**config.mk**
```make
export PLATFORM = sky130hd
export DESIGN_NAME = dac_spi_ctrl
export DESIGN_NICKNAME = d
export VERILOG_FILES = /design/src/rtl/dac_spi_ctrl.sv
export SDC_FILE = /design/constraint.sdc
export NUM_CORES = 1
export LEC_CHECK = 0
export CORE_MARGIN = 1
export CORE_UTILIZATION = 30
export DETAILED_ROUTE_END_ITERATION = 6
export GPL_TIMING_DRIVEN = 0
export SETUP_SLACK_MARGIN = 0.1
export SYNTH_ARGS = -nofsm -noshare
export SYNTH_HDL_FRONTEND = slang
export SYNTH_SLANG_ARGS = --single-unit
export TNS_END_PERCENT = 100
```
**constraint.sdc**
```tcl
create_clock -name clk -period 2.28 [get_ports clk]
set_clock_uncertainty 0.15 [all_clocks]
set_input_delay 0.456 -clock clk [delete_from_list [all_inputs] [get_ports clk]]
set_output_delay 0.456 -clock clk [all_outputs]
set_load 0.1 [all_outputs]
```
**src/rtl/dac_spi_ctrl.sv**
```systemverilog
// Sample FIFO feeding a fixed-rate 16-bit SPI DAC serialiser with underrun detection.
// Build option: define DAC_UNDERRUN_MUTE_EN to send midscale instead of repeating the last sample on underrun.
module dac_spi_ctrl #(
    parameter int          SCLK_DIV   = 2,
    parameter int          SAMPLE_DIV = 80,
    parameter int          FIFO_AW    = 2,
    parameter logic [3:0]  CTRL_BITS  = 4'b0000
) (
    input  logic               clk,
    input  logic               rst_n,
    input  logic               enable,
    input  logic [7:0]         s_data,
    input  logic               s_valid,
    output logic               s_ready,
    output logic               dac_sclk,
    output logic               dac_din,
    output logic               dac_cs_n,
    output logic               busy,
    output logic               underrun,
    output logic [FIFO_AW:0]   fifo_level
);

    localparam int DEPTH = 1 << FIFO_AW;
    localparam int TW    = $clog2(SAMPLE_DIV);
    localparam int HW    = (SCLK_DIV > 1) ? $clog2(SCLK_DIV) : 1;

    localparam logic [TW-1:0]      TICK_AT     = TW'(SAMPLE_DIV - 1);
    localparam logic [TW-1:0]      TMR_ZERO    = {TW{1'b0}};
    localparam logic [HW-1:0]      HALF_END    = HW'(SCLK_DIV - 1);
    localparam logic [HW-1:0]      HALF_ZERO   = {HW{1'b0}};
    localparam logic [FIFO_AW:0]   LEVEL_EMPTY = {(FIFO_AW+1){1'b0}};
    localparam logic [FIFO_AW:0]   LEVEL_FULL  = (FIFO_AW+1)'(DEPTH);
    localparam logic [FIFO_AW-1:0] PTR_ZERO    = {FIFO_AW{1'b0}};
    localparam logic [7:0]         MIDSCALE    = 8'h80;

    typedef enum logic [1:0] {
        ST_IDLE     = 2'd0,
        ST_CS_SETUP = 2'd1,
        ST_SHIFT    = 2'd2,
        ST_CS_HOLD  = 2'd3
    } state_t;

    logic [7:0]         mem_r [DEPTH];
    logic [FIFO_AW-1:0] wr_ptr_r;
    logic [FIFO_AW-1:0] rd_ptr_r;
    logic [FIFO_AW:0]   level_r;
    logic [FIFO_AW:0]   level_nxt_s;
    logic               s_ready_r;

    logic [TW-1:0]      tmr_r;
    logic               tick_s;
    logic               start_s;
    logic               fifo_empty_s;
    logic               push_s;
    logic               pop_s;
    logic [7:0]         head_s;
    logic [7:0]         sample_s;
    logic [15:0]        frame_s;

    state_t             state_r;
    logic [15:0]        shift_r;
    logic [HW-1:0]      half_r;
    logic               high_r;
    logic [3:0]         bit_r;
    logic [7:0]         last_r;
    logic               sclk_r;
    logic               din_r;
    logic               cs_n_r;
    logic               busy_r;
    logic               underrun_r;

    // Handshake, tick qualification and next-frame selection; emptiness is judged before any same-cycle push
    always_comb begin
        push_s       = s_valid && s_ready_r;
        tick_s       = enable && (tmr_r == TICK_AT);
        start_s      = tick_s && (state_r == ST_IDLE);
        fifo_empty_s = (level_r == LEVEL_EMPTY);
        head_s       = mem_r[rd_ptr_r];
        if (start_s && !fifo_empty_s) begin
            pop_s = 1'b1;
        end else begin
            pop_s = 1'b0;
        end
        if (!fifo_empty_s) begin
            sample_s = head_s;
        end else begin
`ifdef DAC_UNDERRUN_MUTE_EN
            sample_s = MIDSCALE;
`else
            sample_s = last_r;
`endif
        end
        frame_s = {CTRL_BITS, sample_s, 4'b0000};
    end

    // Next FIFO occupancy from the push/pop pair
    always_comb begin
        level_nxt_s = level_r;
        case ({push_s, pop_s})
            2'b10:   level_nxt_s = level_r + {{FIFO_AW{1'b0}}, 1'b1};
            2'b01:   level_nxt_s = level_r - {{FIFO_AW{1'b0}}, 1'b1};
            default: level_nxt_s = level_r;
        endcase
    end

    // Sample-rate timer: free-runs while enabled, parked at zero otherwise
    always_ff @(posedge clk or negedge rst_n) begin
        if (!rst_n) begin
            tmr_r <= TMR_ZERO;
        end else if (!enable) begin
            tmr_r <= TMR_ZERO;
        end else if (tmr_r == TICK_AT) begin
            tmr_r <= TMR_ZERO;
        end else begin
            tmr_r <= tmr_r + TW'(1);
        end
    end

    // FIFO storage; contents need no reset because pointers and level define validity
    always_ff @(posedge clk) begin
        if (push_s) begin
            mem_r[wr_ptr_r] <= s_data;
        end
    end

    // FIFO pointers, level and the registered ready flag
    always_ff @(posedge clk or negedge rst_n) begin
        if (!rst_n) begin
            wr_ptr_r  <= PTR_ZERO;
            rd_ptr_r  <= PTR_ZERO;
            level_r   <= LEVEL_EMPTY;
            s_ready_r <= 1'b1;
        end else begin
            if (push_s) begin
                wr_ptr_r <= wr_ptr_r + FIFO_AW'(1);
            end
            if (pop_s) begin
                rd_ptr_r <= rd_ptr_r + FIFO_AW'(1);
            end
            level_r   <= level_nxt_s;
            s_ready_r <= (level_nxt_s != LEVEL_FULL);
        end
    end

    // Frame sequencer with registered SPI pins, busy and underrun pulse
    always_ff @(posedge clk or negedge rst_n) begin
        if (!rst_n) begin
            state_r    <= ST_IDLE;
            shift_r    <= 16'h0000;
            half_r     <= HALF_ZERO;
            high_r     <= 1'b0;
            bit_r      <= 4'd0;
            last_r     <= MIDSCALE;
            sclk_r     <= 1'b0;
            din_r      <= 1'b0;
            cs_n_r     <= 1'b1;
            busy_r     <= 1'b0;
            underrun_r <= 1'b0;
        end else begin
            underrun_r <= 1'b0;
            case (state_r)
                ST_IDLE: begin
                    if (start_s) begin
                        shift_r    <= frame_s;
                        din_r      <= frame_s[15];
                        cs_n_r     <= 1'b0;
                        sclk_r     <= 1'b0;
                        busy_r     <= 1'b1;
                        underrun_r <= fifo_empty_s;
                        if (!fifo_empty_s) begin
                            last_r <= head_s;
                        end
                        state_r    <= ST_CS_SETUP;
                    end else begin
                        cs_n_r <= 1'b1;
                        din_r  <= 1'b0;
                        sclk_r <= 1'b0;
                        busy_r <= 1'b0;
                    end
                end
                ST_CS_SETUP: begin
                    din_r   <= shift_r[15];
                    half_r  <= HALF_ZERO;
                    high_r  <= 1'b0;
                    bit_r   <= 4'd0;
                    state_r <= ST_SHIFT;
                end
                ST_SHIFT: begin
                    if (half_r == HALF_END) begin
                        half_r <= HALF_ZERO;
                        if (!high_r) begin
                            sclk_r <= 1'b1;
                            high_r <= 1'b1;
                        end else if (bit_r == 4'd15) begin
                            sclk_r  <= 1'b0;
                            high_r  <= 1'b0;
                            state_r <= ST_CS_HOLD;
                        end else begin
                            // falling edge: advance to the next bit
                            sclk_r  <= 1'b0;
                            high_r  <= 1'b0;
                            shift_r <= {shift_r[14:0], 1'b0};
                            din_r   <= shift_r[14];
                            bit_r   <= bit_r + 4'd1;
                        end
                    end else begin
                        half_r <= half_r + HW'(1);
                    end
                end
                ST_CS_HOLD: begin
                    cs_n_r  <= 1'b1;
                    din_r   <= 1'b0;
                    sclk_r  <= 1'b0;
                    busy_r  <= 1'b0;
                    state_r <= ST_IDLE;
                end
                default: begin
                    cs_n_r  <= 1'b1;
                    din_r   <= 1'b0;
                    sclk_r  <= 1'b0;
                    busy_r  <= 1'b0;
                    state_r <= ST_IDLE;
                end
            endcase
        end
    end

    assign s_ready    = s_ready_r;
    assign fifo_level = level_r;
    assign dac_sclk   = sclk_r;
    assign dac_din    = din_r;
    assign dac_cs_n   = cs_n_r;
    assign busy       = busy_r;
    assign underrun   = underrun_r;

endmodule

```
# ---- Yosys cells after proc, flatten, opt, wreduce, memory -nomap -nowiden
# Memory sizes are Yosys's and may differ from the RTL's.
# Index checks and enable logic that the tools add are counted.
dict set report op_classes {
  n_reduce_logical 19
  n_mux 37
  eq_ne 13
  n_addsub 7
}
# op n
set op_table {}
lappend op_table {{$mux W16} 4}
lappend op_table {{$pmux W16 S2} 1}
lappend op_table {{$mux W7} 2}
lappend op_table {{$mux W1} 13}
lappend op_table {{$mux W4} 3}
lappend op_table {{$ne A2 B2 Y1 const B} 5}
lappend op_table {{$pmux W1 S2} 5}
lappend op_table {{$mux W2} 4}
lappend op_table {{$mux W8} 1}
lappend op_table {{$pmux W2 S4} 1}
lappend op_table {{$pmux W4 S2} 1}
lappend op_table {{$reduce_and A4 Y1} 2}
lappend op_table {{$reduce_bool A2 Y1} 4}
lappend op_table {{$add A7 B1 Y7 const B} 1}
lappend op_table {{$eq A7 B7 Y1 const B} 1}
lappend op_table {{$eq A2 B2 Y1 const B} 3}
lappend op_table {{$pmux W3 S2} 1}
lappend op_table {{$reduce_and A2 Y1} 3}
lappend op_table {{$reduce_and A5 Y1} 1}
lappend op_table {{$add A2 B1 Y2 const B} 2}
lappend op_table {{$add A4 B1 Y4 const B} 1}
lappend op_table {{$eq A2 B1 Y1 const B} 2}
lappend op_table {{$eq A4 B4 Y1 const B} 1}
lappend op_table {{$logic_and A1 B1 Y1} 4}
lappend op_table {{other kinds (10)} 10}
dict set report totals {
  ram_bits 32
  output_inout_bits 9
  register_bits 52
  elab_cells 93
  mem_count 1
  input_bits 12
}
# memory depth word_bits read_ports rd_clocked_by_memory_dff wr line
set memory_table {}
lappend memory_table {mem_r 4 8 1 0 1 43} ;# logic [7:0] mem_r [DEPTH];

# ---- Longest topological paths before layout
dict set report logic_depth {
  depth_word 8
  ltp_mapped 13
  ltp_nobuf 13
}

# ---- Worst setup path after synthesis
# No wires, ideal clock.
dict set report synth_path {
  path_kind {flip-flop to flip-flop}
  start {register level_r[0] (netlist: fifo_level[0])}
  end {register s_ready_r (netlist: s_ready)}
  arrival_time_ps 2423
  stages_incl_launch_ff 10
  required_time_ps 2046
  n_path_buf 0
  period_less_slack_ps 2657
  setup_time_ps 84
  setup_slack_ps -377
  cell_sequence {dfrtp_1 nor3_2 nor2_1 ha_1 inv_1 fa_1 xor2_1 nor2_1 xor2_1 nand2_1}
}
dict set report synth_via {
  elab_chain_len 7
  elab_cells_between_ends 10
  cone_classes {add/sub: 2; eq/ne: 3; mux: 2; reduce/logical: 3}
}
# element line
set synth_rtl {}
lappend synth_rtl {{from (decl)} 46} ;# logic [FIFO_AW:0] level_r;
lappend synth_rtl {{from (signal assigned)} 140} ;# level_r <= level_nxt_s;
lappend synth_rtl {{$logic_not A3 Y1 (*)} 77} ;# fifo_empty_s = (level_r == LEVEL_EMPTY);
lappend synth_rtl {{$logic_not A1 Y1 (*)} -}
lappend synth_rtl {{$logic_and A1 B1 Y1 (*)} 79} ;# if (start_s && !fifo_empty_s) begin
lappend synth_rtl {{$mux W1 (*)} 79}
lappend synth_rtl {{via pop_s} 55} ;# logic pop_s;
lappend synth_rtl {{$eq A2 B1 Y1 or $eq A2 B2 Y1 (tied branches)} 99} ;# case ({push_s, pop_s})
lappend synth_rtl {{$pmux W3 S2 (*)} 99}
lappend synth_rtl {{via level_nxt_s[2]} 47} ;# logic [FIFO_AW:0] level_nxt_s;
lappend synth_rtl {{$ne A3 B3 Y1 (*)} 141} ;# s_ready_r <= (level_nxt_s != LEVEL_FULL);
lappend synth_rtl {{to (signal assigned)} 141}
lappend synth_rtl {{to (decl)} 48} ;# logic s_ready_r;
# The timed path passes the listed nets; every way through them passes the cells marked *.
# A chain may end at the register's enable or synchronous reset.

# ---- Final worst setup path
dict set report layout_path {
  start {register state_r[0]}
  end {register s_ready_r (netlist: s_ready)}
}
dict set report layout_via {
  elab_chain_len 7
  elab_cells_between_ends 8
  cone_classes {eq/ne: 3; mux: 2; reduce/logical: 3}
}
# element line
set layout_rtl {}
lappend layout_rtl {{from (decl)} 60} ;# state_t state_r;
lappend layout_rtl {{from (signal assigned)} 148} ;# state_r <= ST_IDLE;
lappend layout_rtl {{from (signal assigned)} 173} ;# state_r <= ST_CS_SETUP;
lappend layout_rtl {{from (signal assigned)} 186} ;# state_r <= ST_SHIFT;
lappend layout_rtl {{$logic_not A2 Y1 (*)} 76} ;# start_s = tick_s && (state_r == ST_IDLE);
lappend layout_rtl {{$logic_and A1 B1 Y1 (*)} 76}
lappend layout_rtl {{$logic_and A1 B1 Y1 (*)} 79}
lappend layout_rtl {{$mux W1 (*)} 79}
lappend layout_rtl {{via pop_s} 55}
lappend layout_rtl {{$eq A2 B1 Y1 or $eq A2 B2 Y1 (tied branches)} 99}
lappend layout_rtl {{$pmux W3 S2 (*)} 99}
lappend layout_rtl {{via level_nxt_s[2]} 47}
lappend layout_rtl {{$ne A3 B3 Y1 (*)} 141}
# Marked as above.

==> results.md <==
* Run status: complete, but fails checks
* RR Startpoint: state_r[0]$_DFFE_PN0P_
* Max_slew headroom at 36.9%
* Clock tree sinks at 80
* Inserted Clock Buffers at 9
* Total half-perimeter wirelength after legalization and detailed placement at 4440 µm
* H-tree lvl count at 3
* Number of placed I/O pins at 21
* Number of distinct library cells after synthesis at 46
* Overflow left after global routing at 0
* Signal arrival time at the worst endpoint at 2.59 ns
* First-pass GRT wire length at 11,300 µm
* Drt drc at 0
* Max Slew Vio Count at 0
* Maximum clock insertion buffer count at 2
* Synthesized netlist net count at 278
* Share of layout cells above drive strength 1 at 30.4%
* Number of buffer cells added on primary ports at 20
* Maximum frequency from static timing analysis at 403 MHz
* Power per standard cell area at 1260 nW/µm²
* Min-Delay Path Class: reg -> reg
* Relative area change from synthesis to final layout at 28.6%
* Violation count after the first detailed-routing iteration at 90
* Post-synth EDFFs at 32
* Unrepaired setup endpoints after global routing: true
* Initial Utilization at 30.9%
* Crit path setup slack, layout at -0.203 ns
* DIE AREA at 12,200 µm²
* Crit Path Category: reg -> reg
* Total iterations of the first detailed-routing run at 4
* Core Footprint at 11,500 µm²
* Global placement routability congestion at 0.709
* Hold path startpoint: dac_cs_n$_DFFE_PN1P_
* Mean instance size in the synthesized netlist at 13.9 µm²
* Worst slack on hold paths at 0.314 ns
* Number of antenna diodes at 0
* Skew-Pair Late Insertion Delay at 0.33 ns
* Largest net degree at the start of global routing at 41
* Most frequently used flop master after synthesis: sky130_fd_sc_hd__dfrtp_1
* Max-cap check violation count at 0
* Standard-cell rows at 39
* Flip-flop and latch count after synthesis at 80
* Leak pwr at 1.90 nW
* Biggest area consumer among synthesized cells: sky130_fd_sc_hd__dfrtp_1
* Antenna violations before repair at 0
* Vias at 2,168
* NumNets Final at 329
* Clock Pin Slew Worst Setup and Hold Paths at 0.06 ns
* Fraction of the cycle the final worst path needs at 109%
* GRT Resource Usage Total at 11.7%
* Share of the synthesized area in the top cell type at 31.8%
* Via count of the first global-routing pass at 2,255
* Mapped cell area at 3540 µm²
* Worst hold path endpoint: dac_cs_n$_DFFE_PN1P_
* Total Neg Setup Slack at -0.347 ns
* Clock root buffer: sky130_fd_sc_hd__clkbuf_16
* Worst hold path cell count at 2
* CP Max Fanout at 2
* DR vias/cell at 4.80
* Setup slack on the worst flop-to-flop path at -0.20 ns
* FFs w/ async S/R, synth at 60.0%
* CTS tree: yes
* Avg WL per Cell at 14.6 µm
* Antenna violation net count after detailed routing at 0
* Endpoint required time on the critical path at 2.39 ns
* End of the worst register-to-register path: s_ready$_DFF_PN1_
* Nature of the critical path endpoint: register
* Top post-synthesis cells by area: sky130_fd_sc_hd__dfrtp_1, sky130_fd_sc_hd__edfxtp_1, sky130_fd_sc_hd__mux2_2
* Depth of the most critical reg-to-reg path at 13
* Floorplan die height at 111 µm
* Failing checks: negative setup slack
* Library cell with the highest instance count after synthesis: sky130_fd_sc_hd__dfrtp_1
* Launching element type of the critical path: register
* Overall routed net length at 6610 µm
* Worst slack after detailed placement at -0.781 ns
* Synthesized netlist cell count at 254
* Total Power Consumption at 5.75 mW
* Final setup violation count at 2
* Final hold vios at 0
* Fill cells at 1,072
* Clock period minus worst slack at 2.48 ns
* Number of warnings reported in the yosys synthesis log at 0
* Share of synthesized area occupied by flip-flops and latches at 61.1%
* Tightest Pin Transition at 0.950 ns
* Most instantiated cells after synthesis: sky130_fd_sc_hd__dfrtp_1, sky130_fd_sc_hd__edfxtp_1, sky130_fd_sc_hd__nand2_1
* Die Wd at 111 µm
* Worst vdd rail ir drop at 0.000542 V
-- critical path: stages, from the launching register on --
cell and delay [ns]:
sky130_fd_sc_hd__dfrtp_1 0.39, sky130_fd_sc_hd__inv_2 0.09, sky130_fd_sc_hd__ha_4 0.15, sky130_fd_sc_hd__nand2_4 0.05, sky130_fd_sc_hd__nor3b_2 0.17, sky130_fd_sc_hd__nand4_1 0.14, sky130_fd_sc_hd__nor2_2 0.17, sky130_fd_sc_hd__ha_2 0.21
sky130_fd_sc_hd__inv_2 0.04, sky130_fd_sc_hd__fa_2 0.32, sky130_fd_sc_hd__xor2_1 0.14, sky130_fd_sc_hd__nor2_1 0.11, sky130_fd_sc_hd__xor2_1 0.19, sky130_fd_sc_hd__nand2_1 0.08
-- sequential cells by signal (all words and copies together), names as in the netlist, 2 cells and up --
signal,count
last_r,8
mem_r,32
shift_r,12
wr_ptr_r,2
tmr_r,7
fifo_level,3
rd_ptr_r,2
state_r,2
bit_r,4
-- logic make-up (layout without fill, tap and decap cells) --
logic type                 Yosys count  in the layout  share of synthesized area, %
AOI/OAI and AO/OA                   47             47                          9.01
muxes                               27             27                          11.0
adders and majority gates           12             12                          4.45
buffers and inverters               18             73                          2.51
xor gates and xnor gates            11             11                          2.72
and+or+nand+nor                     59             59                          9.15
DFF                                 80             80                          61.1
-- where the power goes --
group | leakage, nW | switching [mW] | total, mW | internal (mW)
clock | 0.166 | 0.569 | 1.64 | 1.07
combinational | 0.824 | 1.18 | 2.04 | 0.861
sequential | 0.910 | 0.216 | 2.07 | 1.85
total | 1.90 | 1.96 | 5.75 | 3.79
-- what timing repair did --
action / CTS / global route
buffers inserted: 13 / 5
pin swaps: 7 / 9
setup endpoints to repair: 19 / 24
endpoints found under the hold margin: 8 / 0
gates resized for setup: 27 / 10
hold buffers: 1 / 0
-- metal layers --
metal / GRT usage [%] / part of all wire, %
met5: 0 / 0
met4: 3.20 / 1.0
met3: 3.34 / 3.3
met2: 19.4 / 49
met1: 14.9 / 46
-- stage by stage --
| step | util, % | std cells | instance area, µm² |
|---|---|---|---|
| final | 39.7 | 452 | 4550 |
| after global routing | 39.7 | 452 | 4550 |
| after CTS | 39.0 | 447 | 4470 |
| after detailed placement | 34.7 | 418 | 3980 |
| after global placement | 34.5 | 417 | 3960 |
| after floorplan | - | 254 | 3580 |
-- cell usage in the layout, fill, tap and decap left out, types with 3 or more instances in the layout --
cell,synthesis,routed
sky130_fd_sc_hd__a21oi_1,10,10
sky130_fd_sc_hd__a22o_1,4,4
sky130_fd_sc_hd__a2bb2oi_1,7,7
sky130_fd_sc_hd__and3_1,6,6
sky130_fd_sc_hd__buf_12,0,3
sky130_fd_sc_hd__buf_4,0,15
sky130_fd_sc_hd__bufinv_16,0,3
sky130_fd_sc_hd__clkbuf_1,3,3
sky130_fd_sc_hd__clkbuf_16,0,9
sky130_fd_sc_hd__clkdlybuf4s15_2,0,5
sky130_fd_sc_hd__clkdlybuf4s50_1,0,9
sky130_fd_sc_hd__dfrtp_1,45,42
sky130_fd_sc_hd__dfrtp_2,0,3
sky130_fd_sc_hd__dfstp_2,3,3
sky130_fd_sc_hd__dlygate4sd2_1,0,3
sky130_fd_sc_hd__edfxtp_1,32,32
sky130_fd_sc_hd__ha_1,11,8
sky130_fd_sc_hd__inv_1,12,9
sky130_fd_sc_hd__inv_2,0,3
sky130_fd_sc_hd__mux2_2,16,8
sky130_fd_sc_hd__mux2_4,0,8
sky130_fd_sc_hd__mux2i_1,3,3
sky130_fd_sc_hd__mux4_2,8,8
sky130_fd_sc_hd__nand2_1,19,18
sky130_fd_sc_hd__nand3_1,4,4
sky130_fd_sc_hd__nor2_1,12,11
sky130_fd_sc_hd__o21ai_0,14,14
sky130_fd_sc_hd__xnor2_1,6,6
sky130_fd_sc_hd__xor2_1,5,5
-- worst max-delay path by stage --
stage	from	slack, ns	endpoint	depth (start not counted)
2_1_floorplan	state_r[1]$_DFFE_PN0P_	-0.05	s_ready$_DFF_PN1_	13
3_3_place_gp	rst_n	-0.94	fifo_level[2]$_DFF_PN0_	1
3_5_place_dp	enable	-0.78	s_ready$_DFF_PN1_	12
4_1_cts	state_r[0]$_DFFE_PN0P_	-0.23	s_ready$_DFF_PN1_	13
5_1_grt	state_r[0]$_DFFE_PN0P_	-0.34	s_ready$_DFF_PN1_	13
6_report	state_r[0]$_DFFE_PN0P_	-0.20	s_ready$_DFF_PN1_	13
-- area by class of cell --
class | instances | area, µm² | share of cell area, %
multi-input combinational | 156 | 1380 | 30.4
clock buffer | 9 | 225 | 4.95
inverter | 12 | 45.0 | 0.989
sequential | 80 | 2170 | 47.6
buffer | 6 | 43.8 | 0.962
tap | 143 | 179 | 3.93
timing repair buffer | 40 | 392 | 8.60
clock inverter | 6 | 116 | 2.55
(Power assumes the default switching activity.)
